===== src/rtl/router_reg_param.sv =====
// -----------------------------------------------------------------------------
// router_reg_param
// Parametrised router register stage between the router FSM and the output
// FIFOs. It latches and validates the header, steers header / payload / held
// word onto dout under the FSM state strobes, holds one word while the FIFO is
// full, and accumulates an integrity check over header and payload. The
// result is reported as a two-bit error code.
//
// Optional feature macro: CRC_CHECK_EN
//   defined   : int_chk is a DATA_WIDTH-bit CRC (poly CRC_POLY, init 0,
//               MSB-first, one word per fold cycle)
//   undefined : int_chk is a plain XOR fold, CRC_POLY has no effect
//
// Ports:
//   clk              rising-edge clock
//   resetn           synchronous active-low reset
//   packet_valid     source data valid (low during the check word)
//   datain           header / payload / check word
//   fifo_full        selected output FIFO is full
//   detect_add       FSM DECODE_ADDRESS
//   lfd_state        FSM LOAD_FIRST_DATA
//   ld_state         FSM LOAD_DATA
//   laf_state        FSM LOAD_AFTER_FULL
//   full_state       FSM FIFO_FULL_STATE
//   rst_int_reg      clears low_packet_valid
//   dout             word to the FIFO
//   parity_done      check word received and accumulated
//   low_packet_valid packet_valid dropped while in LOAD_DATA
//   err              OR of err_code
//   err_code         bit0 check mismatch, bit1 length mismatch
// -----------------------------------------------------------------------------
module router_reg_param #(
    parameter int                    DATA_WIDTH = 8,
    parameter int                    ADDR_WIDTH = 2,
    parameter int                    NUM_CH     = 3,
    parameter logic [DATA_WIDTH-1:0] CRC_POLY   = DATA_WIDTH'(8'h07)
) (
    input  logic                  clk,
    input  logic                  resetn,
    input  logic                  packet_valid,
    input  logic [DATA_WIDTH-1:0] datain,
    input  logic                  fifo_full,
    input  logic                  detect_add,
    input  logic                  lfd_state,
    input  logic                  ld_state,
    input  logic                  laf_state,
    input  logic                  full_state,
    input  logic                  rst_int_reg,
    output logic [DATA_WIDTH-1:0] dout,
    output logic                  parity_done,
    output logic                  low_packet_valid,
    output logic                  err,
    output logic [1:0]            err_code
);

    localparam int LEN_WIDTH = DATA_WIDTH - ADDR_WIDTH;

`ifdef CRC_CHECK_EN
    localparam bit USE_CRC = 1'b1;
`else
    localparam bit USE_CRC = 1'b0;
`endif

    logic [DATA_WIDTH-1:0] hdr_reg, hdr_next;
    logic [DATA_WIDTH-1:0] hold_reg, hold_next;
    logic [DATA_WIDTH-1:0] dout_reg, dout_next;
    logic [DATA_WIDTH-1:0] int_chk_reg, int_chk_next;
    logic [DATA_WIDTH-1:0] pkt_chk_reg, pkt_chk_next;
    logic [LEN_WIDTH-1:0]  pay_cnt_reg, pay_cnt_next;
    logic                  low_pv_reg, low_pv_next;
    logic                  parity_done_reg, parity_done_next;
    logic                  err_reg, err_next;
    logic [1:0]            err_code_reg, err_code_next;

    logic                  addr_ok;
    logic                  hdr_fold;
    logic                  pay_fold;
    logic [DATA_WIDTH-1:0] fold_word;
    logic [DATA_WIDTH-1:0] fold_result;
    logic [LEN_WIDTH-1:0]  len_field;

    // One extra bit so NUM_CH == 2**ADDR_WIDTH does not overflow the compare.
    assign addr_ok   = ({1'b0, datain[ADDR_WIDTH-1:0]} < (ADDR_WIDTH+1)'(NUM_CH));
    assign len_field = hdr_reg[DATA_WIDTH-1:ADDR_WIDTH];

    // Header fold takes precedence so a word is never folded twice.
    assign hdr_fold  = lfd_state;
    assign pay_fold  = !lfd_state && ld_state && packet_valid && !full_state;
    assign fold_word = lfd_state ? hdr_reg : datain;

    // CRC unrolled one shift per stage. Because the CRC register and the data
    // word have the same width, XOR-ing the word in first and then shifting
    // DATA_WIDTH times equals feeding the word bit-serially MSB first.
    logic [DATA_WIDTH-1:0] crc_stage [DATA_WIDTH+1];
    assign crc_stage[0] = int_chk_reg ^ fold_word;

    genvar gi;
    generate
        for (gi = 0; gi < DATA_WIDTH; gi++) begin : g_crc
            assign crc_stage[gi+1] = crc_stage[gi][DATA_WIDTH-1]
                                   ? ((crc_stage[gi] << 1) ^ CRC_POLY)
                                   : (crc_stage[gi] << 1);
        end
    endgenerate

    assign fold_result = USE_CRC ? crc_stage[DATA_WIDTH] : crc_stage[0];

    always_comb begin
        hdr_next         = hdr_reg;
        hold_next        = hold_reg;
        dout_next        = dout_reg;
        int_chk_next     = int_chk_reg;
        pkt_chk_next     = pkt_chk_reg;
        pay_cnt_next     = pay_cnt_reg;
        low_pv_next      = low_pv_reg;
        parity_done_next = parity_done_reg;
        err_code_next    = err_code_reg;

        // Headers addressing a non-existent channel are dropped.
        if (detect_add && packet_valid && addr_ok)
            hdr_next = datain;

        if (lfd_state)
            dout_next = hdr_reg;
        else if (ld_state && !fifo_full)
            dout_next = datain;
        else if (ld_state && fifo_full)
            hold_next = datain;
        else if (laf_state)
            dout_next = hold_reg;

        if (detect_add)
            int_chk_next = '0;
        else if (hdr_fold || pay_fold)
            int_chk_next = fold_result;

        if (detect_add)
            pay_cnt_next = '0;
        else if (pay_fold && (pay_cnt_reg != {LEN_WIDTH{1'b1}}))
            pay_cnt_next = pay_cnt_reg + 1'b1;

        if (ld_state && !packet_valid)
            pkt_chk_next = datain;

        if (rst_int_reg)
            low_pv_next = 1'b0;
        else if (ld_state && !packet_valid)
            low_pv_next = 1'b1;

        // The laf term covers a check word that arrived while the FIFO was full.
        if (detect_add)
            parity_done_next = 1'b0;
        else if ((ld_state && !fifo_full && !packet_valid) ||
                 (laf_state && low_pv_reg && !parity_done_reg))
            parity_done_next = 1'b1;

        if (detect_add)
            err_code_next = 2'b00;
        else if (parity_done_reg)
            err_code_next = {(pay_cnt_reg != len_field), (int_chk_reg != pkt_chk_reg)};

        err_next = |err_code_next;
    end

    always_ff @(posedge clk) begin
        if (!resetn) begin
            hdr_reg         <= '0;
            hold_reg        <= '0;
            dout_reg        <= '0;
            int_chk_reg     <= '0;
            pkt_chk_reg     <= '0;
            pay_cnt_reg     <= '0;
            low_pv_reg      <= 1'b0;
            parity_done_reg <= 1'b0;
            err_reg         <= 1'b0;
            err_code_reg    <= 2'b00;
        end else begin
            hdr_reg         <= hdr_next;
            hold_reg        <= hold_next;
            dout_reg        <= dout_next;
            int_chk_reg     <= int_chk_next;
            pkt_chk_reg     <= pkt_chk_next;
            pay_cnt_reg     <= pay_cnt_next;
            low_pv_reg      <= low_pv_next;
            parity_done_reg <= parity_done_next;
            err_reg         <= err_next;
            err_code_reg    <= err_code_next;
        end
    end

    assign dout             = dout_reg;
    assign parity_done      = parity_done_reg;
    assign low_packet_valid = low_pv_reg;
    assign err              = err_reg;
    assign err_code         = err_code_reg;

endmodule

===== config.mk =====
export PLATFORM = sky130hd
export DESIGN_NAME = router_reg_param
export DESIGN_NICKNAME = d
export VERILOG_FILES = /design/src/rtl/router_reg_param.sv
export SDC_FILE = /design/constraint.sdc
export NUM_CORES = 1
export LEC_CHECK = 0
export BUFFER_PORTS_ARGS = -buffer_cell sky130_fd_sc_hd__clkbuf_2
export CAP_MARGIN = 20
export CORE_MARGIN = 1
export CORE_UTILIZATION = 56
export DETAILED_ROUTE_END_ITERATION = 8
export GPL_TIMING_DRIVEN = 0
export PLACE_DENSITY = 0.78
export SKIP_CTS_REPAIR_TIMING = 1
export SLEW_MARGIN = 20
export SYNTH_ARGS = -nofsm -noshare
export SYNTH_HDL_FRONTEND = slang
export SYNTH_SLANG_ARGS = --single-unit

===== constraint.sdc =====
create_clock -name clk -period 2 [get_ports clk]
set_input_delay 0.3 -clock clk [delete_from_list [all_inputs] [get_ports clk]]
set_output_delay 0.3 -clock clk [all_outputs]
set_load 0.01 [all_outputs]

# Yosys cells after proc, flatten, opt, wreduce, memory -nomap -nowiden
# Index checks and enable logic that the tools add are counted.
word_totals:
  reg_bits: 51
  output_inout_bits: 13
op_classes:
  addsub: 1
  order_cmp: 1
  eq_ne: 4
  n_mux: 7
  bitwise: 4
  n_reduce_logical: 25
op_table:
  columns: ["operator", "count"]
  rows:
  - ["$mux W8", 5]
  - ["$logic_and A1 B1 Y1", 12]
  - ["$ne A8 B8 Y1", 1]
  - ["$xor A8 B8 Y8", 1]
  - ["$add A6 B1 Y6 const B", 1]
  - ["$ne A6 B6 Y1", 1]
  - ["$ne A6 B6 Y1 const B", 1]
  - ["$reduce_or A2 Y1", 3]
  - ["$logic_not A1 Y1", 5]
  - ["$mux W2", 2]
  - ["$ne A3 B3 Y1 const B", 1]
  - ["$not A1 Y1", 3]
  - ["$reduce_and A3 Y1", 1]
  - ["$reduce_bool A3 Y1", 1]
  - ["$logic_or A1 B1 Y1", 2]
  - ["$lt A2 B2 Y1 const B", 1]
  - ["$reduce_and A2 Y1", 1]

# Logic depth before layout (Yosys ltp)
# Gate-level depths: netlist of run 1.
logic_depth:
  depth_word: 5
  mapped_depth: 6
  mapped_depth_nobuf: 6

# Worst setup path after synthesis of run 1
# OpenSTA, ideal clock, no wires.
synth_path:
  path_type: "register to register"
  startpoint: "reg pay_cnt_reg[0]"
  endpoint: "reg pay_cnt_reg[5]"
  setup_ps: 126
  arrival_time_ps: 1422
  required_time_ps: 1874
  setup_slack_ps: 452
  stages_incl_launch_ff: 7
  path_buffers: 0
  period_less_slack_ps: 1548
  path_cell_list: "dfxtp_1 > ha_1 > and4_1 > or3b_1 > nor2_2 > xnor2_1 > nor2_1"
synth_via:
  elab_chain_len: 2
  elab_cells_between_ends: 3
  classes_between: "add/sub: 1; eq/ne: 1; reduce/logical: 1"
synth_lines:
  columns: ["element", "line", "rtl"]
  rows:
  - ["from (decl)", "69", "logic [LEN_WIDTH-1:0] pay_cnt_reg, pay_cnt_next;"]
  - ["from (signal assigned)", "183", "pay_cnt_reg <= pay_cnt_next;"]
  - ["branches (longest 2 deep; another with $add A6 B1 Y6)", null, null]
# Several ways; the timed one is not identified.
# A chain may end at the register's enable or synchronous reset.

# Worst setup path in the final report of run 1
# Ends and elaborated chain as after synthesis.

==> results of run 1 <==
## metrics by stage
step	setup WS [ns]	hold slack, ns
2_1_floorplan	0.452	0.376
3_3_place_gp	0.240	0.449
3_5_place_dp	0.212	0.455
4_1_cts	0.333	0.137
5_1_grt	0.238	0.133
6_report	0.337	0.137
## cells by family after synthesis
group,count (synthesis),synth area share [%]
AO/OA/AOI/OAI,37,11.1
XOR/XNOR,27,10.2
adder cells (fa/ha/maj),1,0.538
buffers and inverters,13,2.47
flip-flops,51,43.9
multiplexers,25,10.8
AND/OR/NAND/NOR,100,21.1
## area by class of cell
type                    instances  area (sq um)
plain buffers                  12          53.8
inverters                       1          3.75
flip-flops and latches         51          1020
multi-input cells             190          1250
well taps                      50          62.6
repair buffers                 30           150
clock inverters                 1          30.0
fillers                       330          1360
clock buffers                   6          72.6
## layout by cell type, fill, tap and decap left out, drive strengths merged, types with 7 or more instances in the layout
cell type	instances
mux2i	25
clkbuf	44
xor2	20
xnor2	7
nor2	19
a21boi	25
o21ai	9
dfxtp	51
nor2b	18
nand2	44
## per-layer routing
| layer | vias up | share of wire (%) | track usage (%) |
|---|---|---|---|
| met5 | - | 0 | 0 |
| met4 | 0 | 1.1 | 6.38 |
| met3 | 7 | 3.4 | 7.02 |
| met2 | 36 | 47 | 42.3 |
| met1 | 843 | 49 | 31.2 |
| li1 | 922 | - | - |
## how the worst max path moves through the flow
stage / startpoint / slack (ns) / to
floorplan: pay_cnt_reg[0] / 0.45 / pay_cnt_reg[5]
global placement: lfd_state / 0.24 / int_chk_reg[5]
detailed placement: lfd_state / 0.21 / int_chk_reg[5]
CTS: pay_cnt_reg[0] / 0.33 / pay_cnt_reg[5]
global route: pay_cnt_reg[0] / 0.24 / pay_cnt_reg[5]
finish: pay_cnt_reg[0] / 0.34 / pay_cnt_reg[5]
## power by group through the flow
stage                     clock [mW]  sequential, mW  combinational, mW
after floorplan                    0            1.09              0.131
after global placement             0            1.09              0.202
after detailed placement           0            1.09              0.206
after CTS                      0.706            1.07              0.207
after global routing           0.742            1.07              0.227
final                          0.699            1.07              0.207
## critical path, cell delays in order (launching register included)
cell and delay (ns):
dfxtp_1 0.37, ha_1 0.24, and4_1 0.23, or3b_1 0.42, nor2_2 0.11, xnor2_1 0.12, nor2_1 0.05
==> out/metrics.cfg, run 1 <==
[layout]
layout.cells.non_filler = 341
drive_gt1_share_pct = 14.4
final_util_pct = 66.1
fin_area_sq_um = 2640
diodes = 0
final_nets = 310
areaGrowthSynthToFinish_pct = 13.5

[timing]
slew_viol_final = 0
clock_skew_ns = 0.00727
worst_pin_slew_ns = 0.609
setup-tns-final_ns = 0
finalCritPeriodShare_pct = 83.1
setup_viol = 0
post-route-min-period_ns = 1.66
slew_headroom_pct = 59.3
hold_viol = 0
fmax_mhz = 601
rsz0062_at_grt = no

[power_and_ir_drop]
comb_power_share_pct = 10.5
internal-power_mw = 1.50
power_density_nw_per_um2 = 748
switching_share_pct = 23.8
clkPwrFrac_pct = 35.4
vdd_drop_max_v = 0.000528
fin_total_pwr_mw = 1.98
p_leak_nw = 1.13
seqPwrFrac_pct = 54.2
netSwitchingPower_mw = 0.471

[routing]
routed_wirelength_um = 4960
drt_iter0_markers = 90
via_count = 1808
drt-pass1-iter-count = 4
wl_per_cell_um = 14.6
via_per_inst = 5.30
drtAntennaViolNets = 0
drcViolationCount = 0

[worst_setup_path]
arrival_ns = 1.84
worst-setup-path-type = register to register
rrSetupSlack_ns = 0.34
crit_required_ns = 2.18
reg2reg_to = pay_cnt_reg[5]
cp_max_fo = 4
r2r_cells = 6
critPathLaunchType = register
r2r-start = pay_cnt_reg[0]
end_kind = register

[grt]
grt_max_degree = 15
grtUsageTotal_pct = 25.1
antenna_found_initial = 0
grt_pass1_wl_um = 8100
grt_pass1_vias = 1729
globalRouteOverflowTotal = 0

[placed_design]
dp_cells = 334
place_area_sq_um = 2540
dp_hpwl_um = 3640
io_buffers = 30
place.gp.congestion = 0.812

[floorplan]
die-area_sq_um = 4420
start_util_pct = 58.2
io_pins = 31
core_area_sq_um = 4000
fp.dieH_um = 66.5
chipWidth_um = 66.5
row_count = 23

[worst_hold_path]
min-delay-start = rst_int_reg
whs_endpoint = low_packet_valid
worstHoldPathCells = 2
min_path_type = primary input to register

[logic_synthesis]
ys_warn_count = 0
synth.yosys.seq_area_share_pct = 43.9
syn_area_per_cell_sq_um = 9.16
synth-seq-cells = 51
synth_cell_types = 35
synth-main-ff-cell = dfxtp_1
netlist_area_sq_um = 2330
yosysMostFrequentCell = dfxtp_1
postSynth.asyncResetShare_pct = 0
synth_cells = 254
synth_commonest_cells = dfxtp_1, nand2_1, mux2i_1
yosys-top-cells-area = dfxtp_1, mux2i_1, xor2_1, a21boi_0, nand2_1
synth_edf_count = 0
syn-num-nets = 273
synth_top_cell_by_area = dfxtp_1
synth_top_area_share_pct = 43.9

[clock_tree]
worstSkewPairLatency_ns = 0.31
cts.sinks = 51
path_clk_slew_ns = 0.09
cts_buffers = 5
htreeDepth = 2
cts-root-buf = clkbuf_8
tritoncts = done
cts_buffer_depth = 2

[flow_run]
drv_cap = 0

[outcome]
status = finished, final reports clean

Note: power is estimated with default switching activity, not from simulation.
==> inputs of run 2 (changes only) <==
- CORE_UTILIZATION: 56 -> 51
- PLACE_DENSITY: 0.78 -> 0.75
- clock period: 2 -> 1.52 ns (I/O delays scaled with it)
==> out/metrics.cfg, run 2 (same netlist as run 1, synthesis figures left out) <==
[timing]
fin_ws_ns = -0.000831
fmax_mhz = 658
clock_skew_ns = 0.0101
worst_pin_slew_ns = 0.589
rsz0062_at_grt = yes
slew_headroom_pct = 60.6
slew_viol_final = 0
hold_viol = 0
finalCritPeriodShare_pct = 100
post-route-min-period_ns = 1.52
setup_viol = 1

[floorplan]
core_area_sq_um = 4380
io_pins = 31
fp.dieH_um = 69.6
die-area_sq_um = 4840
start_util_pct = 53.1
chipWidth_um = 69.6
row_count = 24

[grt]
grtUsageTotal_pct = 22.3
grt_max_degree = 17
globalRouteOverflowTotal = 0
antenna_found_initial = 0
grt_pass1_vias = 1735
grt_pass1_wl_um = 8300

[layout]
layout_common_cells = dfxtp_1, nand2_1, clkbuf_2, mux2i_1, a21boi_0
final_util_pct = 61.3
seqCellArea_sq_um = 1030
final_nets = 311
diodes = 0
areaGrowthSynthToFinish_pct = 15.4
layout.cells.non_filler = 345
drive_gt1_share_pct = 19.1
fillers = 391
final_common_cell = dfxtp_1
multi_input_area_sq_um = 1280

[placed_design]
dp_cells = 336
place.gp.congestion = 0.769
dp_hpwl_um = 3610
io_buffers = 30

[worst_setup_path]
crit_chain = ha_4 > and4_4 > or3b_4 > nor2_4 > xnor2_1 > nor2_1
crit_required_ns = 1.72
worst-setup-path-type = register to register
critPathLaunchType = register
end_kind = register
critPathTopFamily = simple AND/OR/NAND/NOR gates
arrival_ns = 1.72
cp_max_fo = 4
slowest_delay_ns = 0.39
cp_num_buf_inv = 0
crit_slowest_cell = or3b_4

[routing]
drt_iter0_markers = 85
wl_per_cell_um = 14.6
drtAntennaViolNets = 0
via_per_inst = 5.30
via_count = 1828
drt-pass1-iter-count = 4
routed_wirelength_um = 5050
drcViolationCount = 0

[power_and_ir_drop]
comb_power_share_pct = 11.2
netSwitchingPower_mw = 0.669
clkPwrFrac_pct = 32.4
power_density_nw_per_um2 = 926
internal-power_mw = 1.82
p_leak_nw = 1.14
seqPwrFrac_pct = 56.4
vdd_drop_max_v = 0.000602
switching_share_pct = 26.9

[flow_run]
drv_cap = 0

[clock_tree]
cts_buffers = 5
htreeDepth = 2
worstSkewPairLatency_ns = 0.32
cts_buffer_depth = 2
path_clk_slew_ns = 0.10
cts-root-buf = clkbuf_8
tritoncts = done
cts.sinks = 51

[worst_hold_path]
min_path_type = primary input to register

[outcome]
status = finished with violations
violations = setup timing

## run 2: changes by cell type in the layout (fill, tap and decap cells not counted), sizes merged
cell      previous run  this run
clkinv               0         1
bufinv               1         0
clkbuf              44        43
clkinvlp             0         2
buf                  4         5
## run 2: area by class of cell
cell class,instances,area share (%)
Sequential cell,51,38.5
Timing Repair Buffer,31,5.87
Clock buffer,5,2.56
Inverter,1,0.140
Buffer,12,2.05
Clock inverter,3,0.745
Tap cell,52,2.42
Multi-Input combinational cell,190,47.7
## run 2: routing by layer
metal	track usage [%]	share of wire, %	up-vias
li1	-	-	928
met1	30.1	48	858
met2	34.5	47	35
met3	4.36	3.4	7
met4	10.2	1.5	0
met5	0	0	-
## run 2: final timing paths
kind	to	slack, ns	from	depth (start not counted)
setup / recovery	pay_cnt_reg[5]	-0.0008	pay_cnt_reg[0]	6
hold / removal	low_packet_valid	0.08	rst_int_reg	2
setup reg to reg	pay_cnt_reg[5]	-0.0008	pay_cnt_reg[0]	6
hold reg to reg	dout[1]	0.46	dout[1]	2
## run 2: per-stage QoR
| stage | TNS [ns] | cell area (sq um) | power, mW | worst slack (ns) | hold WS [ns] |
|---|---|---|---|---|---|
| 2_1_floorplan | 0 | 2330 | 1.61 | 0.0136 | 0.304 |
| 3_3_place_gp | -2.02 | 2550 | 1.71 | -0.294 | 0.403 |
| 3_5_place_dp | -2.35 | 2550 | 1.71 | -0.304 | 0.411 |
| 4_1_cts | -0.253 | 2640 | 2.49 | -0.0991 | 0.0770 |
| 5_1_grt | -0.132 | 2690 | 2.57 | -0.0833 | 0.0855 |
| 6_report | -0.000831 | 2690 | 2.49 | -0.000831 | 0.0800 |
## run 2: power groups by stage
stage | combinational [mW] | sequential, mW | clock (mW)
final | 0.278 | 1.40 | 0.805
after global routing | 0.308 | 1.41 | 0.854
after CTS | 0.275 | 1.41 | 0.807
after detailed placement | 0.274 | 1.44 | 0
after global placement | 0.270 | 1.44 | 0
after floorplan | 0.172 | 1.44 | 0
## run 2: worst register-to-register path, cell delays in order (launching register included)
cell and delay (ns):
dfxtp_4 0.38, ha_4 0.17, and4_4 0.20, or3b_4 0.40
nor2_4 0.09, xnor2_1 0.12, nor2_1 0.05
